===== src/rtl/memory_responder.sv =====
// Memory-side responder for the controller strobe protocol: holds the MAR,
// a reset-clearable RAM, and a CS/OE/WE decoder that serves reads and
// buffered writes while flagging illegal strobe sequences.
module memory_responder #(
  parameter int unsigned ADDR_W = 4,
  parameter int unsigned DATA_W = 8,
  parameter int unsigned DEPTH  = 16
) (
  input  logic              clk,
  input  logic              reset,
  input  logic              MAR_load,
  input  logic [ADDR_W-1:0] addr_in,
  input  logic              CS,
  input  logic              OE,
  input  logic              WE,
  input  logic              Bc,
  input  logic              Ac,
  input  logic [DATA_W-1:0] wdata,
  output logic [DATA_W-1:0] rdata,
  output logic              rdata_valid,
  output logic              write_done,
  output logic              busy,
  output logic              proto_err
);

  typedef enum logic [1:0] {
    S_IDLE  = 2'd0,
    S_SEL   = 2'd1,
    S_READ  = 2'd2,
    S_WRITE = 2'd3
  } state_t;

  state_t              state;
  state_t              state_nxt;
  logic [ADDR_W-1:0]   mar;
  logic [DATA_W-1:0]   mem [DEPTH];
  logic [DATA_W-1:0]   data_q;
  logic                rd_seen;
  logic [DATA_W-1:0]   wbuf;
  logic                captured;
  logic                strobe_clash_c;
  logic                commit_c;
  logic                write_err_c;

  // Strobe decode: next state and protocol events from the sampled CS/OE/WE
  always_comb begin
    state_nxt      = S_IDLE;
    strobe_clash_c = 1'b0;
    if (!CS) begin
      if (!OE && WE) begin
        state_nxt = S_READ;
      end else if (!WE && OE) begin
        state_nxt = S_WRITE;
      end else begin
        state_nxt      = S_SEL;
        strobe_clash_c = !OE && !WE;
      end
    end
  end

  // A write only commits on a clean WE release with data captured; any other exit is an error
  always_comb begin
    commit_c    = 1'b0;
    write_err_c = 1'b0;
    if (state == S_WRITE) begin
      if (state_nxt == S_SEL) begin
        commit_c    = captured;
        write_err_c = !captured;
      end else if (state_nxt != S_WRITE) begin
        write_err_c = 1'b1;
      end
    end
  end

  // FSM, MAR, read/write buffers, RAM and registered status outputs
  always_ff @(posedge clk or posedge reset) begin
    if (reset) begin
      state      <= S_IDLE;
      mar        <= '0;
      data_q     <= '0;
      rd_seen    <= 1'b0;
      wbuf       <= '0;
      captured   <= 1'b0;
      write_done <= 1'b0;
      busy       <= 1'b0;
      proto_err  <= 1'b0;
      for (int unsigned i = 0; i < DEPTH; i++) begin
        mem[ADDR_W'(i)] <= '0;
      end
    end else begin
      state <= state_nxt;
      busy  <= (state_nxt != S_IDLE);

      if (MAR_load && (state != S_READ) && (state != S_WRITE)) begin
        mar <= addr_in;
      end

      rd_seen <= (state_nxt == S_READ);
      if (state_nxt == S_READ) begin
        data_q <= mem[mar];
      end

      if (state_nxt == S_WRITE) begin
        if (Ac) begin
          wbuf     <= wdata;
          captured <= 1'b1;
        end
      end else begin
        captured <= 1'b0;
      end

      if (commit_c) begin
        mem[mar] <= wbuf;
      end
      write_done <= commit_c;

      if (strobe_clash_c || write_err_c) begin
        proto_err <= 1'b1;
      end
    end
  end

  // Read data is gated straight by Bc so the bus releases within the cycle
  assign rdata_valid = (state == S_READ) && rd_seen && Bc;
  assign rdata       = rdata_valid ? data_q : '0;

endmodule


===== config.mk =====
export PLATFORM = sky130hd
export DESIGN_NAME = memory_responder
export DESIGN_NICKNAME = d
export VERILOG_FILES = /design/src/rtl/memory_responder.sv
export SDC_FILE = /design/constraint.sdc
export NUM_CORES = 1
export LEC_CHECK = 0
export ABC_AREA = 1
export BUFFER_PORTS_ARGS = -buffer_cell sky130_fd_sc_hd__buf_4
export CORE_MARGIN = 10
export CORE_UTILIZATION = 40
export CTS_BUF_LIST = sky130_fd_sc_hd__clkbuf_2 sky130_fd_sc_hd__clkbuf_4 sky130_fd_sc_hd__clkbuf_8
export DETAILED_ROUTE_END_ITERATION = 8
export PLACE_DENSITY_LB_ADDON = 0.3
export SYNTH_ARGS = -nofsm -noshare
export SYNTH_HDL_FRONTEND = slang
export SYNTH_SLANG_ARGS = --single-unit
export TNS_END_PERCENT = 100

===== constraint.sdc =====
create_clock -name clk -period 7.1 [get_ports clk]
set_clock_uncertainty 0.1 [all_clocks]
set_input_delay 0.71 -clock clk [delete_from_list [all_inputs] [get_ports clk]]
set_output_delay 0.71 -clock clk [all_outputs]
set_load 0.05 [all_outputs]

Yosys cells after proc, flatten, opt, wreduce, memory -nomap -nowiden. Index checks and enable logic that the tools add are counted.

$lt $le $gt $ge: 2. Equal/unequal tests: 9. Multiplexer cells: 20. Bitwise logic cells: 1. Reductions and logical operators: 14.

Operators by type and width (count): 128-bit bitwise mux (1); 8-bit binary-select mux with 4-bit select (1); 8-bit demux with 4-bit select (1); 8-bit 2-to-1 mux (4); 1-bit 2-to-1 mux (10); 2-bit == test (second input constant) (4); 1-bit logical AND (8); 2-bit != test (second input constant) (4); 2-bit 2-to-1 mux (3); 5-bit greater-or-equal comparator (second input constant) (1); 5-bit by 1-bit < comparator with 1-bit output (second input constant) (1); 4-bit NOT with 5-bit output (1); 1-bit logical NOT (3); 2-bit by 1-bit == test with 1-bit output (second input constant) (1); 2-bit AND reduction (1); 2-bit nonzero test (1); 1-bit logical OR (1).

Flip-flop bits (word level): 155. Input port bits: 20. Word-level logic and storage cells: 71.

Logic depth before layout (Yosys ltp).
Depth in word-level cells: 10. Depth in mapped cells: 11.

Worst setup path before layout. Ideal clock, no wire load.

Path kind: in2out. Start: input port Bc. End: output port rdata[0]. Data arrival time: 1.607 ns. Setup slack: 4.683 ns. Cell stages on the path: 2. Path buffers: 0. Path through: nand3_1 > nor2_1.

Longest elaborated chain between the ends: 2.

RTL lines: start: declaration (RTL line 16) `input logic Bc,`; 1-bit logical AND (RTL line 124) `assign rdata_valid = (state == S_READ) && rd_seen && Bc;`; 8-bit 2-to-1 mux (RTL line 125) `assign rdata = rdata_valid ? data_q : '0;`; end: declaration (RTL line 19) `output logic [DATA_W-1:0] rdata,`.

Every way passes these cells.

Worst setup path in the final report.
Start: register mar[1]. End: register mem[117] (netlist name).

Longest elaborated chain between the ends: 6.

RTL lines: start: declaration (RTL line 35) `logic [ADDR_W-1:0] mar;`; start signal: assignment (RTL line 95) `mar <= addr_in;`; 4-bit NOT with 5-bit output (implied by the code) * (RTL line 113) `mem[mar] <= wbuf;`; 5-bit greater-or-equal comparator (implied by the code) or 5-bit by 1-bit < comparator with 1-bit output (tied branches) (RTL line 113); 1-bit logical AND (implied by the code) (RTL line 113); 8-bit 2-to-1 mux (implied by the code) (RTL line 113); 8-bit demux with 4-bit select * (RTL line 113); 128-bit bitwise mux * (RTL line 113); end signal: indexed assignment (RTL line 113); end: declaration (RTL line 36) `logic [DATA_W-1:0] mem [DEPTH];`.

Mark *: on every way between the ends. The rest lies on a longest branch, timed or not. A chain may end at the register's enable or synchronous reset.

==> summary.md <==
| Metric | Value |
|---|---|
| Clk slew on worst S/H paths | around 90 ps |
| Cell area power density | roughly 240 mW/mm^2 |
| CP cell instances | buf_4 > inv_2 > nand2_1 > nor2_4 > nand2_2 > nand2_1 > o21ai_2 |
| Top cells by count, synth | nand2_1, dfrtp_1, o21ai_1 |
| Combinational share of power | 0.130 |
| DRT iter0 DRCs | just under 600 |
| Cell taking the most area after synthesis | dfrtp_1 |
| Highest clock rate | 0.3953 GHz |
| VDD IR-drop max | 0.1783 mV |
| Synth Area per Inst | 8.079 sq um |
| Drt drc | 0 |
| Die X-Extent | around 150 um |
| Crit-path most repeated cell | nand2_1 |
| Vias in the first global route | about 5500 |
| Finished Layout Cells | 1135 |
| GRT Residual Overflow | 0 |
| CTS max path bufs | 2 |
| Pin count of the biggest net entering global routing | 80 |
| Cells resized by post-CTS repair | 0 |
| Crit-path max FO | 45 |
| Post-synth top flop | dfrtp_1 |
| Finish-stage setup viols | 0 |
| Worst Hold Class | input port to asynchronous set/reset pin |
| Worst reg2reg startpoint | mar[1]$_DFFE_PP0P_ |
| Area grow syn2layout | 8.681% |
| CTS tree | built |
| Synth Register Bits | 155 |
| Worst Setup SP | mar[1]$_DFFE_PP0P_ |
| Share of layout cells above drive strength 1 | 0.1126 |
| Post-Syn Area | 0.007207 sq mm |
| Sum Neg Setup Slack | 0 ps |
| Clock Latency Late Sink | 460 ps |
| WL per Instance | approximately 16 um |
| Synth unique cells | 22 |
| Worst Setup Slack, final | ~4600 ps |
| Global-route wire length before repair | 29670 um |
| 1st-pass router iterations | 5 |
| Seq/Total Area, Yosys | 0.5382 |
| Worst Max-Slew Pin Slew | 1248 ps |
| NumNets Final | roughly 920 |
| Placeable Area | between 0.015 and 0.02 sq mm |
| Site Rows | 49 |
| I/O Buffers | 31 |
| HPWL after DPL | ~11000 um |
| ANT cells | 0 |
| CTS Buf Count | 17 |
| Sequential Power Share | 0.500 |
| Post-CTS Hold Buffers | 0 |
| Minimum clock period | between 2000 and 3000 ps |
| Sw power | between 0.0005 and 0.0006 W |
| Clk sinks | between 150 and 200 |
| RSZ-0062 raised after global routing | no |
| Via count | between 5000 and 6000 |
| CP required | 7320 ps |
| Most frequent cell after synthesis | nand2_1 |
| DIE AREA | around 0.024 sq mm |
| Num ports | 32 |
| Switch share | 0.3071 |
| Slew HR | 0.1678 |
| Internal power consumption | between 0.001 and 0.0015 W |
| H-Tree Depth | 4 |
| Setup Fix Bufs, Post-CTS | 0 |
| Period Utilization, post-route | 0.3563 |
| Die height | approximately 150 um |
| Max stage delay on crit path | 640 ps |
| Placed Cells incl. Taps | 1103 |
| Post-synth net total | just over 900 |
| Top post-synthesis cells by area | dfrtp_1, nand2_1, o21ai_1, nand3_1, nor2_1 |
| Critical path endpoint category | register |
| Post-synth EDFFs | 0 |
| Gate Count Post-Synth | around 890 |
| Synth top area share | 0.5382 |
| Total power | around 0.0018 W |
| CP Launch Type | register |
| Fin. Hold Viols | 0 |
| Ys Warns | 0 |
| Leak Pwr | between 3 and 4 nW |
| Status | complete, no violations |
| Final wirelength | about 18000 um |
| Worst EP arrival | 2750 ps |
| Clock power share | 0.371 |
| Post-synth ARST share | 1.000 |
| Initial antenna violation count | 0 |
| Vias/cell | between 5 and 6 |
| Slew Limit Fails | 0 |
| Post-route ant nets | 0 |
| Max cap viols | 0 |
| Placer Congestion | 0.8106 |
| Worst Setup Path Type | register to register |
| CTS root buf | clkbuf_8 |
| Starting Density | 0.4040 |
| Slowest CP cell | inv_2 |
| Total GRT Usage | 0.1536 |
| Worst slack after detailed placement | 4585 ps |
cell families (layout without fill, tap and decap cells):
| logic type | count (synthesis) | after routing | share of synthesized area |
|---|---|---|---|
| simple gates | 507 | 507 | 0.2898 |
| flops | 155 | 155 | 0.5382 |
| compound gates | 143 | 143 | 0.1040 |
| buf+inv | 84 | 98 | 0.06302 |
| fa+ha+maj | 2 | 2 | 0.003472 |
| mux | 1 | 1 | 0.001562 |
power groups by stage:
stage                     Sequential (W)  Clock, W  Combinational, W
final                           0.000922  0.000684          0.000239
after detailed placement        0.000940         0          0.000240
after global placement          0.000939         0          0.000240
after CTS                       0.000922  0.000698          0.000240
after floorplan                 0.000938         0          0.000161
after global routing            0.000926  0.000729          0.000266
critical path, delay by kind of cell (launching register included):
family          cells  cell delay, ps
simple gates        4             900
buf+inv             2             920
compound gates      1              60
flops               1             370
placed cells by master, fill, tap and decap left out:
cell and instances:
nand2_2 16, clkinvlp_4 7, nor2_4 5, o21ai_2 8, inv_2 2, nand3b_1 1
buf_4 35, ha_1 2, dfrtp_1 154, nand4_1 9, bufinv_16 2, nor2_1 49
nand3_1 51, clkbuf_8 19, clkbuf_4 1, nand2_1 375, inv_1 28, a211o_1 1
dfrtp_2 1, o21ai_1 120, a21oi_1 12, mux2_2 1, o21ai_0 2, clkinv_4 1
inv_6 3, nand4_4 1
flip-flops by register name, indices dropped and copies added (netlist names):
signal	flops
mem	128
data_q	8
wbuf	8
mar	4
state	2
busy	1
captured	1
proto_err	1
rd_seen	1
write_done	1
through the flow:
stage | area (sq um) | hold slack [ps] | utilization
after global routing | 7833 | 317.0 | 0.4390
after detailed placement | 7425 | 366.2 | 0.4162
after CTS | 7833 | 286.0 | 0.4390
after global placement | 7425 | 362.7 | 0.4162
final | 7833 | 281.7 | 0.4390
after floorplan | 7207 | 355.3 | -
routing by layer:
metal,track usage,wire (um),vias to the layer above,part of all wire
li1,-,-,2862,-
met1,0.2201,8976,2739,0.50
met2,0.2239,7649,132,0.43
met3,0.03272,896,19,0.050
met4,0.05218,284,0,0.016
met5,0,0,-,0
worst paths after layout:
path                                         end  slack, ps  depth (start not counted)
min in group clk                  busy$_DFF_PP0_        360                          2
max in group asynchronous    mem[55]$_DFFE_PP0P_       5170                          3
hold reg to reg            proto_err$_DFFE_PP0P_        380                          1
setup reg to reg            mem[117]$_DFFE_PP0P_       4570                          7
hold / removal               mem[98]$_DFFE_PP0P_        280                          2
setup / recovery            mem[117]$_DFFE_PP0P_       4570                          7
cell type report:
class / instances / area, sq um
fill: 1833 / 10010
sequential: 155 / 3880
multi-input combinational: 653 / 2874
tap: 229 / 286.5
clock buffer: 20 / 269.0
timing repair buffer: 35 / 262.8
clock inverter: 12 / 138.9
inverter: 31 / 121.4
Power figures use the tool's default switching activity.
